===== config.mk =====
export PLATFORM = sky130hd
export DESIGN_NAME = logic_accum
export DESIGN_NICKNAME = d
export VERILOG_FILES = /design/src/rtl/logic_accum_pkg.sv /design/src/rtl/logic_accum_alu.sv /design/src/rtl/logic_accum.sv
export SDC_FILE = /design/constraint.sdc
export NUM_CORES = 1
export LEC_CHECK = 0
export BUFFER_PORTS_ARGS = -buffer_cell sky130_fd_sc_hd__buf_4
export CAP_MARGIN = 25
export CORE_MARGIN = 8
export CORE_UTILIZATION = 55
export CTS_CLUSTER_DIAMETER = 50
export DETAILED_ROUTE_END_ITERATION = 10
export HOLD_SLACK_MARGIN = 0.15
export PLACE_DENSITY = 0.89
export SYNTH_ARGS = -nofsm -noshare
export SYNTH_HDL_FRONTEND = slang
export SYNTH_SLANG_ARGS = --single-unit
export TNS_END_PERCENT = 5

===== constraint.sdc =====
create_clock -name clk -period 4.4 [get_ports clk]
set_input_delay 0.22 -clock clk [delete_from_list [all_inputs] [get_ports clk]]
set_output_delay 0.22 -clock clk [all_outputs]
set_load 0.005 [all_outputs]

===== src/rtl/logic_accum_pkg.sv =====
// Shared encodings for the logic_accum fold engine: operation codes and FSM states.
// The optional LOGIC_ACCUM_ZERO_FLAG_EN build adds a zero flag; nothing here depends on it.
package logic_accum_pkg;

  localparam logic [1:0] OP_AND  = 2'b00;
  localparam logic [1:0] OP_OR   = 2'b01;
  localparam logic [1:0] OP_XOR  = 2'b10;
  localparam logic [1:0] OP_NAND = 2'b11;

  typedef enum logic [1:0] {
    IDLE  = 2'b00,
    ACCUM = 2'b01,
    DONE  = 2'b10
  } state_t;

  // NAND folds as AND; the inversion is applied once to the final result.
  function automatic logic [1:0] fold_op(input logic [1:0] op);
    return (op == OP_NAND) ? OP_AND : op;
  endfunction

endpackage


===== src/rtl/logic_accum_alu.sv =====
// Combinational fold step r = x OP y, bitwise over WIDTH bits.
// NAND is treated as AND here; the top applies the final inversion.
module logic_accum_alu
  import logic_accum_pkg::*;
#(
  parameter int WIDTH = 8
) (
  input  logic [1:0]       op,
  input  logic [WIDTH-1:0] x,
  input  logic [WIDTH-1:0] y,
  output logic [WIDTH-1:0] r
);

  always_comb begin
    r = x & y;
    unique case (fold_op(op))
      OP_AND:  r = x & y;
      OP_OR:   r = x | y;
      OP_XOR:  r = x ^ y;
      default: r = x & y;
    endcase
  end

endmodule


===== src/rtl/logic_accum.sv =====
// Folds COUNT operands into one bitwise AND/OR/XOR/NAND result per frame.
// Optional zero flag output enabled by defining LOGIC_ACCUM_ZERO_FLAG_EN.
//
// Handshakes: a transfer happens on a rising edge where valid && ready are both
// high; the sender holds data stable while valid is high and ready is low.
module logic_accum
  import logic_accum_pkg::*;
#(
  parameter int WIDTH = 8,
  parameter int COUNT = 4,
  parameter int CNT_W = $clog2(COUNT + 1)
) (
  input  logic             clk,
  input  logic             reset,
  input  logic [1:0]       op,
  input  logic             in_valid,
  output logic             in_ready,
  input  logic [WIDTH-1:0] a,
  output logic             out_valid,
  input  logic             out_ready,
  output logic [WIDTH-1:0] s,
  output logic             busy
`ifdef LOGIC_ACCUM_ZERO_FLAG_EN
  ,
  output logic             zero
`endif
);

  localparam logic [CNT_W-1:0] CNT_MAX  = CNT_W'(COUNT);
  localparam logic [CNT_W-1:0] CNT_LAST = CNT_W'(COUNT - 1);
  localparam bit               SINGLE   = (COUNT == 1);

  state_t           state_q, state_d;
  logic [WIDTH-1:0] acc_q;
  logic [CNT_W-1:0] cnt_q;
  logic [1:0]       op_q;
  logic [WIDTH-1:0] s_q;
  logic             out_valid_q;
  logic             zero_q;

  logic             in_xfer;
  logic             out_xfer;
  logic             last_xfer;
  logic [WIDTH-1:0] alu_r;
  logic [WIDTH-1:0] next_acc;
  logic [1:0]       frame_op;
  logic [WIDTH-1:0] result;

  logic_accum_alu #(.WIDTH(WIDTH)) u_alu (
    .op (op_q),
    .x  (acc_q),
    .y  (a),
    .r  (alu_r)
  );

  // in_ready is masked during reset so no operand can be taken that cycle.
  assign in_ready  = !reset && (state_q != DONE);
  assign in_xfer   = in_valid && in_ready;
  assign out_xfer  = out_valid_q && out_ready;
  assign out_valid = out_valid_q;
  assign s         = s_q;
  assign busy      = (state_q != IDLE);

  always_comb begin
    next_acc  = alu_r;
    frame_op  = op_q;
    last_xfer = 1'b0;
    if (state_q == IDLE) begin
      next_acc  = a;
      frame_op  = op;
      last_xfer = in_xfer && SINGLE;
    end else if (state_q == ACCUM) begin
      last_xfer = in_xfer && (cnt_q == CNT_LAST);
    end
    result = (frame_op == OP_NAND) ? ~next_acc : next_acc;
  end

  always_comb begin
    state_d = state_q;
    unique case (state_q)
      IDLE: begin
        if (in_xfer) state_d = last_xfer ? DONE : ACCUM;
      end
      ACCUM: begin
        if (last_xfer) state_d = DONE;
      end
      DONE: begin
        if (out_xfer) state_d = IDLE;
      end
      default: state_d = IDLE;
    endcase
  end

  always_ff @(posedge clk) begin
    if (reset) begin
      state_q     <= IDLE;
      acc_q       <= '0;
      cnt_q       <= '0;
      op_q        <= OP_AND;
      s_q         <= '0;
      out_valid_q <= 1'b0;
      zero_q      <= 1'b0;
    end else begin
      state_q <= state_d;
      if (in_xfer) begin
        acc_q <= next_acc;
        if (state_q == IDLE) begin
          op_q  <= op;
          cnt_q <= CNT_W'(1);
        end else if (cnt_q < CNT_MAX) begin
          cnt_q <= cnt_q + CNT_W'(1);
        end
      end
      // The result is captured on the final operand so s never depends on a live input.
      if (last_xfer) begin
        s_q         <= result;
        out_valid_q <= 1'b1;
        zero_q      <= (result == '0);
      end else if (out_xfer) begin
        out_valid_q <= 1'b0;
        zero_q      <= 1'b0;
        cnt_q       <= '0;
      end
    end
  end

`ifdef LOGIC_ACCUM_ZERO_FLAG_EN
  assign zero = zero_q;
`else
  logic unused_zero;
  assign unused_zero = zero_q;
`endif

endmodule


==> results by group <==
Status
  – Outcome: completed

Timing
  – Hold Vio Cnt, Final: 0
  – RSZ-0062 raised after global routing: false
  – Fmax: ~550 MHz
  – Final Cycle Share: 41.4%
  – Max transition margin: between 60% and 70%
  – Max-slew violation count: 0
  – Least-Margin Pin Slew: about 500 ps
  – Final Critical Period: ~1800 ps
  – Final worst-path setup slack: ~2600 ps
  – TNS Setup: 0 ps
  – Worst Skew: a little over 6 ps
  – Final setup fails: 0

Global route
  – Largest net degree at the start of global routing: 26
  – First-pass GRT wire length: 6110 um
  – Initial antenna violation count: 0
  – Vias in the first global route: approximately 1.4k
  – Total grt overflow: 0
  – Total Routing Usage GR: between 10% and 20%

Power
  – P per Cell Area: around 240 nW/um^2
  – Clock share of power: 26.6%
  – Maximum vdd drop: 0.258 mV
  – Tot Pwr: about 0.00044 W
  – Leak: 0.773 nW
  – Seq pwr share: a little over half
  – Internal power: 0.000316 W
  – Net Sw Frac: between 20 and 30%
  – Comb pwr share: between 20% and 30%
  – Psw: 0.000124 W

Critical path
  – CP Launch Point: op_q[0]
  – Worst reg-to-reg setup slack: 2580 ps
  – Endpoint of the most critical setup path: s[2]
  – RR Startpoint: op_q[0]
  – Worst R2R Path Depth: 6
  – RR Endpoint: s[2]
  – Critical path endpoint category: flop
  – Max FO, Critical Path: 9
  – Crit path required time: between 4000 and 5000 ps
  – Crit path launch type: flop
  – CP arrival: between 2000 and 2500 ps
  – CP Class: reg -> reg

Routing
  – Vias per cell: roughly 5.5
  – Antenna Nets Post-Route: 0
  – DRC: 0
  – Via count: between 1k and 1.5k
  – Drt wl/cell: approximately 14 um
  – Initial DRC count: 84
  – Initial DRT Pass Iterations: 4
  – Routed wire length: ~3400 um

Logic synthesis
  – Synth warnings: 0
  – Post-Syn Instances: 200
  – Seq/Total Area, Yosys: 30.0%
  – Main synth FF type: dfxtp_1
  – Async SR Flop Fraction: 0%
  – Mean Syn Cell Area: ~8 um^2
  – Synth top area share: 30.0%
  – Synth unique cells: 33
  – Synthesized area: between 1500 and 2000 um^2
  – Ranking of synthesized cells by area: dfxtp_1, ha_1, nor2_1, o21ba_2, inv_1
  – Post-synth EDFFs: 0
  – Synth Register Bits: 24
  – Cell taking the most area after synthesis: dfxtp_1
  – Synth Net Count: between 200 and 250

Finish
  – Commonest non-fill, non-tap cell in the layout: nor2_1
  – Nets: ~260
  – Non-filler cells, final: about 250
  – N_diodes: 0
  – Layout Area Growth over Synthesis: 14.5%
  – Layout cells sized above 1: roughly 17%
  – Most frequent cells in the layout: nor2_1, dfxtp_1, buf_4

Worst hold path
  – Worst hold path class: in -> reg

Floorplanning
  – Core Rows: 19
  – DIE AREA: 4900 um^2
  – Initial Utilization: between 50 and 60%
  – CORE AREA: roughly 2800 um^2
  – Ports: 25
  – Die width: between 70 and 80 um
  – Die Y: 70.0 um

CTS
  – Worst skew pair latency: 320 ps
  – Clk root buf: clkbuf_4
  – Clk slew on worst S/H paths: between 100 and 150 ps
  – TritonCTS Sinks: 24
  – Num CTS Buffers: 3
  – CTS max path bufs: 2
  – CTS tree: yes
  – H-tree depth: 1

Place
  – DP Cell Count: 248
  – Final Wtd Congestion: slightly below 0.8
  – Placement Setup Slack: between 2000 and 3000 ps
  – Detailed Place HPWL: 2550 um
  – # port buffers: 24

Job
  – Number of max-cap violations: 0
-- layer usage --
metal	track usage [%]	share of wire [%]	wire, um
met1	17.5	48	1650
met2	24.5	46	1600
met3	4.24	4.9	167
met4	3.35	0.81	28
met5	0	0	0
-- power by group through the flow --
stage / clock [W] / sequential, W / combinational, W
global route: 0.000133 / 0.000236 / 0.000102
finish: 0.000117 / 0.000234 / 0.0000886
floorplan: 0 / 0.000236 / 0.0000629
detailed placement: 0 / 0.000239 / 0.0000866
global placement: 0 / 0.000239 / 0.0000849
CTS: 0.000120 / 0.000234 / 0.0000885
-- registers in the layout (all words and copies together), names as in the netlist --
register	flops
cnt_q	3
acc_q	8
s	8
state_q	2
op_q	2
out_valid	1
-- critical path, stage by stage (launching register included) --
cell	delay, ps
dfxtp_1	380
inv_1	70
ha_1	400
inv_1	180
a311oi_1	420
nor3_1	100
nor4_1	190
-- cell families after synthesis --
| group | after synthesis | share of synthesized area, % |
|---|---|---|
| AO/OA/AOI/OAI | 34 | 15.9 |
| adder cells (fa/ha/maj) | 19 | 14.8 |
| buffers and inverters | 28 | 7.57 |
| flip-flops | 24 | 30.0 |
| AND/OR/NAND/NOR | 95 | 31.7 |
-- stage by stage --
stage / util (%) / cell area (um^2) / hold WS (ps)
floorplan: - / 1600 / 328
CTS: 66.6 / 1840 / 171
global placement: 64.6 / 1780 / 420
global route: 66.6 / 1840 / 153
detailed placement: 64.6 / 1780 / 429
finish: 66.6 / 1840 / 171
-- layout make-up --
cell class                 instances  area (um^2)
tap                               31         38.8
timing repair buffer              26          200
multi-input combinational        148         1000
inverter                          21         78.8
clock buffer                       4         36.3
fill                             236          921
sequential                        24          480
-- cells in the mapped netlist (all sizes together), types with 2 or more instances --
library cell	count
a21oi	2
a311oi	8
a31oi	2
and3b	2
buf	3
clkbuf	4
dfxtp	24
ha	19
inv	21
nand2	12
nand2b	9
nand3b	8
nor2	30
nor2b	10
nor3	9
nor4	9
o21ai	9
o21ba	8
o31ai	2
-- timing repair --
item                                   in CTS  in global routing
endpoints found under the hold margin       2                  0
buffers inserted                            0                  0
hold buffers                                2                  0
gates resized for setup                     0                  0
-- worst min-delay path by stage --
stage / from / to / slack (ps) / cells past startpoint
2_1_floorplan: op[0] / op_q[0] / 330 / 2
3_3_place_gp: op[1] / op_q[1] / 420 / 3
3_5_place_dp: op[1] / op_q[1] / 430 / 3
4_1_cts: in_valid / state_q[0] / 170 / 3
5_1_grt: in_valid / state_q[0] / 150 / 3
6_report: in_valid / state_q[0] / 170 / 3
(Power assumes the default switching activity.)
